### src/rtl/clusterv_cfg_loader.sv
`default_nettype none
// ============================================================================
// Module   : clusterv_cfg_loader
// Brief    : Drives the tile configuration scan chain. Host words arrive on
//            a valid/ready port, are double-buffered (hold -> sreg) and
//            shifted LSB-first into the chain with a gated-clock enable.
//            Bits returning from the far end of the chain are reassembled
//            into readback words.
// Options  : CLUSTERV_CFG_READBACK_EN - include the readback deserializer.
//            When undefined, rd_valid/rd_dat are tied to 0.
// Revision : 1.0 - initial release
// ============================================================================
module clusterv_cfg_loader #(
  parameter int N_TILES = 4,
  parameter int WCNT_W  = $clog2(2*N_TILES+1)
) (
  input  logic        cfg_sclk,
  input  logic        sys_reset,
  input  logic        start,
  input  logic        wr_valid,
  output logic        wr_ready,
  input  logic [31:0] wr_dat,
  input  logic        wr_last,
  output logic        chain_sdo,
  output logic        chain_en,
  input  logic        chain_sdi,
  output logic        rd_valid,
  output logic [31:0] rd_dat,
  output logic        busy,
  output logic        done,
  output logic        err
);

  localparam logic [WCNT_W-1:0] N_WORDS   = WCNT_W'(2*N_TILES);
  localparam logic [WCNT_W-1:0] LAST_WORD = WCNT_W'(2*N_TILES-1);

  typedef enum logic [0:0] {
    IDLE   = 1'b0,
    ACTIVE = 1'b1
  } state_t;

  state_t            state;
  logic [WCNT_W-1:0] wcnt_in;
  logic [WCNT_W-1:0] wcnt_out;
  logic [31:0]       hold;
  logic              hold_full;
  logic [31:0]       sreg;
  logic              sh_vld;
  logic [4:0]        bcnt;

  logic              accept;
  logic              word_end;
  logic              final_shift;

  // All handshake and chain outputs are decoded from flops only, so the
  // host and the clock gate never see a combinational path from inputs.
  assign wr_ready    = (state == ACTIVE) && !hold_full && (wcnt_in < N_WORDS);
  assign accept      = wr_valid && wr_ready;
  assign word_end    = sh_vld && (bcnt == 5'd31);
  assign final_shift = word_end && (wcnt_out == LAST_WORD);
  assign busy        = (state == ACTIVE);
  assign chain_sdo   = sreg[0];
  assign chain_en    = sh_vld;

  // Sequence control, host word buffer and serializer.
  always_ff @(posedge cfg_sclk or posedge sys_reset) begin
    if (sys_reset) begin
      state     <= IDLE;
      wcnt_in   <= '0;
      wcnt_out  <= '0;
      hold      <= '0;
      hold_full <= 1'b0;
      sreg      <= '0;
      sh_vld    <= 1'b0;
      bcnt      <= '0;
      done      <= 1'b0;
      err       <= 1'b0;
    end else begin
      case (state)
        IDLE: begin
          if (start) begin
            state    <= ACTIVE;
            wcnt_in  <= '0;
            wcnt_out <= '0;
            done     <= 1'b0;
            err      <= 1'b0;
          end
        end
        ACTIVE: begin
          // start is deliberately ignored here.
          if (final_shift) begin
            state <= IDLE;
            done  <= 1'b1;
          end
        end
        default: state <= IDLE;
      endcase

      // Host side: hold is only written while empty, so it never collides
      // with the serializer draining it below.
      if (accept) begin
        hold      <= wr_dat;
        hold_full <= 1'b1;
        wcnt_in   <= wcnt_in + WCNT_W'(1);
        // wr_last must mark exactly the final word of the load.
        if (wr_last != (wcnt_in == LAST_WORD)) begin
          err <= 1'b1;
        end
      end

      // Serializer: back-to-back words when hold is ready, otherwise stop
      // the gated clock so the chain simply waits without losing a bit.
      if (sh_vld) begin
        sreg <= {1'b0, sreg[31:1]};
        bcnt <= bcnt + 5'd1;
        if (word_end) begin
          wcnt_out <= wcnt_out + WCNT_W'(1);
          if (hold_full) begin
            sreg      <= hold;
            hold_full <= 1'b0;
          end else begin
            sh_vld <= 1'b0;
          end
        end
      end else if (hold_full) begin
        sreg      <= hold;
        sh_vld    <= 1'b1;
        bcnt      <= '0;
        hold_full <= 1'b0;
      end
    end
  end

`ifdef CLUSTERV_CFG_READBACK_EN
  // rsh keeps only the 31 bits still needed; the 32nd arrives live on
  // chain_sdi in the edge that completes the word.
  logic [30:0] rsh;
  logic [4:0]  rcnt;

  // Deserialize bits leaving the last tile, one per gated chain edge.
  always_ff @(posedge cfg_sclk or posedge sys_reset) begin
    if (sys_reset) begin
      rsh      <= '0;
      rcnt     <= '0;
      rd_dat   <= '0;
      rd_valid <= 1'b0;
    end else begin
      rd_valid <= 1'b0;
      if (sh_vld) begin
        rsh  <= {chain_sdi, rsh[30:1]};
        rcnt <= rcnt + 5'd1;
        if (rcnt == 5'd31) begin
          rd_dat   <= {chain_sdi, rsh};
          rd_valid <= 1'b1;
        end
      end
    end
  end
`else
  logic unused_chain_sdi;
  assign unused_chain_sdi = chain_sdi;
  assign rd_valid         = 1'b0;
  assign rd_dat           = '0;
`endif

endmodule
`default_nettype wire

### config.mk
export PLATFORM = sky130hd
export DESIGN_NAME = clusterv_cfg_loader
export DESIGN_NICKNAME = d
export VERILOG_FILES = /design/src/rtl/clusterv_cfg_loader.sv
export SDC_FILE = /design/constraint.sdc
export NUM_CORES = 1
export LEC_CHECK = 0
export CORE_AREA = 2 2 107 98
export CTS_BUF_LIST = sky130_fd_sc_hd__clkbuf_4
export DETAILED_ROUTE_END_ITERATION = 7
export DIE_AREA = 0 0 109 100
export GPL_ROUTABILITY_DRIVEN = 0
export GPL_TIMING_DRIVEN = 0
export SLEW_MARGIN = 20
export SYNTH_ARGS = -nofsm -noshare
export SYNTH_HDL_FRONTEND = slang
export SYNTH_SLANG_ARGS = --single-unit
### constraint.sdc
create_clock -name cfg_sclk -period 3.2 [get_ports cfg_sclk]
set_input_delay 0.64 -clock cfg_sclk [delete_from_list [all_inputs] [get_ports cfg_sclk]]
set_output_delay 0.64 -clock cfg_sclk [all_outputs]
set_load 0.01 [all_outputs]
==> key figures, run 1 <==
Run status
  • Result of the run: complete, no violations

Synth
  • Ys async rst share: 100%
  • Cell types with the largest area share after synthesis: sky130_fd_sc_hd__dfrtp_1 53%, sky130_fd_sc_hd__mux2_2 8.2%, sky130_fd_sc_hd__buf_4 6.6%
  • Average instance area after synthesis: 12.3 um2
  • Post-synthesis cell count: 313
  • Cell area after synthesis: 3840 um2
  • Number of flip-flops and latches in the synthesized netlist: ~80
  • Cell type with the largest total area after synthesis: sky130_fd_sc_hd__dfrtp_1
  • Unique cell type count in the Yosys netlist: 38
  • Fraction of the yosys area taken by sequential cells: 53.4%
  • Most common flop cell mapped by yosys: sky130_fd_sc_hd__dfrtp_1
  • Area share of the leading cell type in the synthesized netlist: a little over half
  • Warnings, synthesis: 0
  • Count of flip-flops with a built-in enable after synthesis: 0

Clock network
  • Latest clock arrival within the worst-skew pair: 0.43 ns
  • Num CTS Buffers: 9
  • Clock net sink count: 82
  • CTS tree: done
  • CTS clock-pin slew for the worst setup and hold paths: 0.14 ns
  • Post-cts gate resize count: 0
  • CTS root buffer: sky130_fd_sc_hd__clkbuf_4
  • H-tree levels: 3
  • Clock tree buffer depth: 2
  • Buffers inserted by post-CTS timing repair: 0
  • Hold-fix buffers at CTS: 0

Floorplanning
  • Die outline height: ~100 um
  • Number of top-level pins: 77
  • Number of rows in the core area: 35
  • X dimension of the die: 109 um
  • Total Die Area: between 10000 and 15000 um2
  • Initial Utilization: 38.7%
  • Core Footprint: 9940 um2

GRT
  • Number of global-route vias before repair: approximately 2300
  • Leftover overflow at the end of global routing: 0
  • Global-route wire length before repair: 11600 um
  • Number of antenna violations at the first check in global routing: 0
  • GR Util All Layers: 13.7%
  • Largest net degree at the start of global routing: 55

Timing
  • Hold violation count in the final report: 0
  • Final critical path time including I/O delays and setup: about 2.6 ns
  • Period utilization: 80.5%
  • Final Setup Violations: 0
  • Total negative slack: 0 ns
  • Fin Clk Skew: 0.0170 ns
  • Setup repair after global routing missed its margin: no
  • Timing-limited maximum frequency: between 300 and 400 MHz
  • Slew Viols, Final: 0

Worst setup path
  • Largest stage delay, worst path: 0.57 ns
  • Kind of critical path: reg -> out
  • Worst-path fanout max: 10
  • Critical Path Slowest Stage Cell: sky130_fd_sc_hd__clkdlybuf4s50_1
  • Critical Path, Cell by Cell: buf_6, buf_2, nor3b_1, clkdlybuf4s50_1
  • Endpoint arrival time on the critical path: 1.94 ns
  • Worst setup SP type: register
  • Capturing element type of the critical path: output pin
  • WP data required: about 2.6 ns

Drt
  • Number of search-and-repair iterations in the first detailed-routing pass: 7
  • Post-route DRC: 0
  • Via density: 4.78
  • WL per Instance: ~13 um
  • Final antenna-violating net count: 0
  • Via count: approximately 2500
  • Aggregate routed wire length: 7060 um
  • DRT iter0 DRCs: 91

Place
  • Final HPWL from detailed placement: approximately 4900 um
  • Placed cell area: roughly 4600 um2
  • Placed cells: just over 500
  • Quantity of I/O buffers inserted on ports: 42

Power
  • Overall power consumption: 0.00341 W
  • Lkg Pwr: between 2 and 2.5 nW
  • Highest ir drop seen on vdd: 0.287 mV
  • Power density cells: 725 nW/um2

Finish
  • Layout cell share with drive strength beyond 1: 26.0%
  • Cell Count, Final, Fillers Out: around 530
  • Post-route cell area: between 4000 and 5000 um2
  • Total of fill cells in the finished design: 911
  • # nets final: ~440
  • Area growth from synthesis to layout: 22.3%
  • Diode count: 0
  • Util after Layout: around 47%

Min path
  • HP Class: reg -> reg

Job
  • Max-capacitance violation count: 0
critical path: cells and delay by family, from the launching register on:
kind / cells / cell delay [ns]
AND/OR/NAND/NOR: 1 / 0.22
buffers and inverters: 3 / 0.90
flip-flops: 1 / 0.40
metrics by stage:
step                      setup WS [ns]  hold slack, ns
final                             0.623           0.508
after detailed placement          0.878           0.482
after CTS                         0.583           0.507
after global placement           -0.894           0.475
after global routing              0.490           0.511
after floorplan                   0.452           0.459
state kept, by name, summed over array words and instances, names as in the netlist:
signal	cells
wcnt_out	4
err	1
done	1
busy	1
sreg	32
wcnt_in	4
chain_en	1
bcnt	5
hold_full	1
hold	32
report_power, final:
group / total, W / switching [W] / internal (W)
Sequential: 0.00176 / 0.000282 / 0.00148
Clock: 0.000568 / 0.000393 / 0.000175
Combinational: 0.00108 / 0.000396 / 0.000683
Total: 0.00341 / 0.00107 / 0.00234
path summary, 6_finish.rpt:
check / startpoint / end / slack (ns) / cells after the start
setup / recovery: hold_full$_DFF_PP0_ / wr_ready / 0.62 / 4
hold / removal: hold[7]$_DFFE_PP0P_ / hold[7]$_DFFE_PP0P_ / 0.51 / 1
setup reg to reg: bcnt[0]$_DFFE_PP0P_ / sreg[7]$_DFFE_PP0P_ / 1.02 / 8
hold reg to reg: hold[7]$_DFFE_PP0P_ / hold[7]$_DFFE_PP0P_ / 0.51 / 1
max in group asynchronous: sys_reset / sreg[5]$_DFFE_PP0P_ / 2.08 / 3
min in group asynchronous: sys_reset / hold[18]$_DFFE_PP0P_ / 0.52 / 2
synth_stat cells, types with 2 or more instances:
master / instances
sky130_fd_sc_hd__dfrtp_1: 82
sky130_fd_sc_hd__buf_4: 34
sky130_fd_sc_hd__mux2_2: 28
sky130_fd_sc_hd__and3_1: 24
sky130_fd_sc_hd__a221o_1: 23
sky130_fd_sc_hd__nor2_1: 17
sky130_fd_sc_hd__nand2_1: 14
sky130_fd_sc_hd__mux2_4: 10
sky130_fd_sc_hd__clkbuf_1: 9
sky130_fd_sc_hd__o21ai_0: 8
sky130_fd_sc_hd__buf_6: 7
sky130_fd_sc_hd__nand3_1: 7
sky130_fd_sc_hd__o22ai_1: 7
sky130_fd_sc_hd__buf_2: 4
sky130_fd_sc_hd__ha_1: 4
sky130_fd_sc_hd__inv_1: 4
sky130_fd_sc_hd__mux2i_1: 4
sky130_fd_sc_hd__nand2b_1: 4
sky130_fd_sc_hd__a22o_1: 2
sky130_fd_sc_hd__nor3b_1: 2
sky130_fd_sc_hd__xnor2_1: 2
cell families (layout without fill, tap and decap cells):
group | after synthesis | in the layout | share of synthesized area [%]
flops | 82 | 82 | 53.4
simple gates | 77 | 77 | 10.9
buf+inv | 58 | 117 | 10.5
compound gates | 45 | 45 | 9.67
mux | 43 | 43 | 13.4
fa+ha+maj | 4 | 4 | 1.30
xor+xnor | 3 | 3 | 0.684
other cells | 1 | 33 | 0.0976
layout by cell type, fill, tap and decap left out, types with 2 or more instances in the layout:
cell                              synthesis  final
sky130_fd_sc_hd__conb_1                   1     33
sky130_fd_sc_hd__buf_6                    7      7
sky130_fd_sc_hd__and3_1                  24     24
sky130_fd_sc_hd__buf_2                    4      4
sky130_fd_sc_hd__nand3_1                  7      7
sky130_fd_sc_hd__mux2_4                  10     10
sky130_fd_sc_hd__o21ai_0                  8      8
sky130_fd_sc_hd__inv_6                    0      4
sky130_fd_sc_hd__nand2b_1                 4      4
sky130_fd_sc_hd__clkbuf_4                 0      9
sky130_fd_sc_hd__a22o_1                   2      2
sky130_fd_sc_hd__mux2i_1                  4      4
sky130_fd_sc_hd__o22ai_1                  7      7
sky130_fd_sc_hd__dfrtp_1                 82     82
sky130_fd_sc_hd__nand2_1                 14     14
sky130_fd_sc_hd__nor2_1                  17     17
sky130_fd_sc_hd__a221o_1                 23     23
sky130_fd_sc_hd__nor3b_1                  2      2
sky130_fd_sc_hd__clkbuf_1                 9      9
sky130_fd_sc_hd__buf_4                   34     34
sky130_fd_sc_hd__mux2_2                  28     28
sky130_fd_sc_hd__ha_1                     4      4
sky130_fd_sc_hd__inv_1                    4      3
sky130_fd_sc_hd__clkdlybuf4s50_1          0     42
sky130_fd_sc_hd__xnor2_1                  2      2
final cells by class:
type | instances | area [um2] | share of cell area, %
plain buffers | 54 | 388 | 8.25
clock buffers | 9 | 67.6 | 1.44
clock inverters | 7 | 58.8 | 1.25
inverters | 4 | 17.5 | 0.373
multi-input cells | 205 | 1510 | 32.1
flip-flops and latches | 82 | 2050 | 43.6
well taps | 129 | 161 | 3.43
repair buffers | 43 | 448 | 9.53
routing by layer:
metal	share of wire (%)	GRT usage [%]	up-vias
met3	5.6	2.60	10
met5	0	0	-
met2	45	20.4	84
met1	48	19.5	1233
met4	1.8	6.21	0
li1	-	-	1222
Note: power is estimated with default switching activity, not from simulation.
==> inputs of run 2 (changes only) <==
--- a/config.mk
+++ b/config.mk
@@ -11,6 +11,7 @@
 export DIE_AREA = 0 0 109 100
 export GPL_ROUTABILITY_DRIVEN = 0
 export GPL_TIMING_DRIVEN = 0
+export PLACE_DENSITY = 0.66
 export SLEW_MARGIN = 20
 export SYNTH_ARGS = -nofsm -noshare
 export SYNTH_HDL_FRONTEND = slang
==> constraint.sdc (replaced) <==
create_clock -name cfg_sclk -period 2.2 [get_ports cfg_sclk]
set_input_delay 0.44 -clock cfg_sclk [delete_from_list [all_inputs] [get_ports cfg_sclk]]
set_output_delay 0.44 -clock cfg_sclk [all_outputs]
set_load 0.01 [all_outputs]
==> run 2 against run 1 <==
Clock skew decreased by 0.0055 ns. Final cell count rose by 0.38%. Flip-flop and latch count stayed put. Global-route usage increased by 0.26 points. Sequential share of layout area down 0.74 points. Die area unchanged. First-iteration DRC count decreased by 2.2%. Sequential power rose by 45%. Non-clock buffer count is 2 higher. Hold slack worse by 0.11 ns. Final area increased by 1.7%. Largest power group unchanged.
==> key figures, run 2 (synthesis results as in run 1) <==
Run status
  • Result of the run: complete, no violations

GRT
  • Global-route wire length before repair: 11900 um (+2.1%)
  • GR Util All Layers: 14.0% (+0.26 points)
  • Met2 demand-to-capacity share in global routing: 21.0% (+0.57 points)
  • Leftover overflow at the end of global routing: 0 (unchanged)
  • Number of antenna violations at the first check in global routing: 0 (unchanged)
  • Number of global-route vias before repair: 2434 (+3.8%)
  • Largest net degree at the start of global routing: 33 (-40%)
  • Most Used Layer, Global Route: met2
  • M3 GR Usage: 2.60% (unchanged)
  • GR Util met1: 19.9% (+0.41 points)

Floorplanning
  • Number of rows in the core area: 35 (unchanged)
  • Die outline height: 100 um (unchanged)
  • Number of top-level pins: 77 (unchanged)
  • X dimension of the die: 109 um (unchanged)
  • Total Die Area: 10900 um2 (unchanged)
  • Initial Utilization: 38.7% (unchanged)
  • Core Footprint: 9940 um2 (unchanged)

Drt
  • Via density: 4.78 (about the same)
  • Via count: 2557 (+0.31%)
  • DRT iter0 DRCs: 89 (-2.2%)
  • Post-route DRC: 0 (unchanged)
  • WL per Instance: 13.2 um (-0.54%)
  • Final antenna-violating net count: 0 (unchanged)
  • Number of search-and-repair iterations in the first detailed-routing pass: 4 (-3)
  • Aggregate routed wire length: 7050 um (-0.17%)

Worst setup path
  • Worst setup SP type: register
  • Capturing element type of the critical path: register
  • Endpoint arrival time on the critical path: 2.40 ns (+0.46 ns)
  • WP data required: 2.51 ns (-0.05 ns)
  • Family of cells with the greatest summed delay on the critical path: simple AND/OR/NAND/NOR gates
  • Largest stage delay, worst path: 0.42 ns (-0.15 ns)
  • Count of buffering cells on the critical path with inverters included: 2 (-1)
  • Critical Path Slowest Stage Cell: sky130_fd_sc_hd__dfrtp_1
  • Kind of critical path: reg -> reg
  • Worst-path fanout max: 10 (unchanged)
  • Critical Path, Cell by Cell: ha_1, and3_1, ha_2, nand2b_1, and2_1, buf_2, buf_6, a221o_1

Finish
  • Area growth from synthesis to layout: 24.4%
  • Cell Count, Final, Fillers Out: 535 (+0.38%)
  • Most common cell after layout, fill and taps aside: sky130_fd_sc_hd__dfrtp_1
  • Total of fill cells in the finished design: 931 (+2.2%)
  • # nets final: 443 (+0.45%)
  • Layout cell share with drive strength beyond 1: 26.6% (+0.61 points)
  • Diode count: 0 (unchanged)
  • Post-route cell area: 4780 um2 (+1.7%)
  • Registers with the highest flip-flop counts: hold: 32 flops, sreg: 32 flops, bcnt: 5 flops
  • Most used cells in the layout excluding fill and tap cells: 82 x sky130_fd_sc_hd__dfrtp_1, 41 x sky130_fd_sc_hd__clkdlybuf4s50_1, 35 x sky130_fd_sc_hd__buf_4

Timing
  • Least-Margin Pin Slew: 0.523 ns
  • Final Setup Violations: 0 (unchanged)
  • Hold violation count in the final report: 0 (unchanged)
  • Fin Clk Skew: 0.0115 ns (-0.00553 ns)
  • Period utilization: roughly 95%
  • Timing-limited maximum frequency: 477 MHz
  • Worst slew margin relative to its limit: approximately two thirds
  • Final critical path time including I/O delays and setup: 2.10 ns
  • Slew Viols, Final: 0 (unchanged)
  • Setup repair after global routing missed its margin: no

Place
  • Final HPWL from detailed placement: 5000 um (+2.3%)
  • Placed cell area: 4590 um2 (+0.30%)
  • Quantity of I/O buffers inserted on ports: 42 (unchanged)
  • Placed cells: 518 (+0.19%)

Clock network
  • Clock tree buffer depth: 2 (unchanged)
  • H-tree levels: 3 (unchanged)
  • Hold-fix buffers at CTS: 0 (unchanged)
  • Latest clock arrival within the worst-skew pair: 0.42 ns (about the same)
  • Clock net sink count: 82 (unchanged)
  • CTS root buffer: sky130_fd_sc_hd__clkbuf_4
  • CTS tree: done
  • Num CTS Buffers: 9 (unchanged)
  • CTS clock-pin slew for the worst setup and hold paths: 0.13 ns (about the same)

Power
  • Power density cells: 1090 nW/um2 (+51%)
  • Lkg Pwr: 2.29 nW (+1.7%)
  • Overall power consumption: 0.00523 W (+54%)
  • Highest ir drop seen on vdd: 0.450 mV (+57%)

Min path
  • HP Class: in -> async

Job
  • Max-capacitance violation count: 0 (unchanged)
run 2: report_power, final:
group          switching, W  internal, W  total, W
registers          0.000410      0.00215   0.00256
clock network      0.000512     0.000575   0.00109
logic              0.000586     0.000999   0.00159
run 2: worst register-to-register path: stages (launching register included):
cell and delay [ns]:
sky130_fd_sc_hd__dfrtp_1 0.42, sky130_fd_sc_hd__ha_1 0.23, sky130_fd_sc_hd__and3_1 0.19, sky130_fd_sc_hd__ha_2 0.20
sky130_fd_sc_hd__nand2b_1 0.17, sky130_fd_sc_hd__and2_1 0.16, sky130_fd_sc_hd__buf_2 0.17, sky130_fd_sc_hd__buf_6 0.15
sky130_fd_sc_hd__a221o_1 0.30
run 2: stage by stage:
step | util [%] | worst slack, ns | setup TNS, ns | hold slack, ns
2_1_floorplan | - | 0.211 | 0 | 0.459
3_3_place_gp | 45.8 | -0.102 | -8.15 | 0.478
3_5_place_dp | 46.2 | 0.0585 | 0 | 0.487
4_1_cts | 48.0 | 0.0436 | 0 | 0.379
5_1_grt | 48.1 | 0.0155 | 0 | 0.392
6_report | 48.1 | 0.103 | 0 | 0.400
run 2: per-layer routing:
layer	vias to the layer above	wire length (um)
li1	1233	-
met2	75	3220
met3	8	309
met4	0	94
met5	-	0
met1	1241	3430
run 2: layout make-up:
| class | instances | area (um2) | share of cell area [%] |
|---|---|---|---|
| repair buffers | 45 | 467 | 9.76 |
| well taps | 129 | 161 | 3.37 |
| plain buffers | 54 | 388 | 8.11 |
| flip-flops and latches | 82 | 2050 | 42.9 |
| clock inverters | 7 | 118 | 2.46 |
| multi-input cells | 205 | 1510 | 31.6 |
| inverters | 4 | 18.8 | 0.392 |
| clock buffers | 9 | 67.6 | 1.41 |
run 2: worst paths after layout:
kind | start | end | slack, ns | depth (start not counted)
min reg2reg | done$_DFFE_PP0P_ | done$_DFFE_PP0P_ | 0.51 | 1
max | bcnt[0]$_DFFE_PP0P_ | sreg[13]$_DFFE_PP0P_ | 0.10 | 8
max reg2reg | bcnt[0]$_DFFE_PP0P_ | sreg[13]$_DFFE_PP0P_ | 0.10 | 8
min in group cfg_sclk | done$_DFFE_PP0P_ | done$_DFFE_PP0P_ | 0.51 | 1
max in group asynchronous | sys_reset | chain_en$_DFF_PP0_ | 1.28 | 3
min | sys_reset | hold[29]$_DFFE_PP0P_ | 0.40 | 2
run 2: timing repair:
| action | 4_1_cts | 5_1_grt |
|---|---|---|
| hold endpoints to repair | 0 | 0 |
| setup buffers | 0 | 1 |
| gates resized for setup | 1 | 1 |
| endpoints found under the setup margin | 1 | 18 |
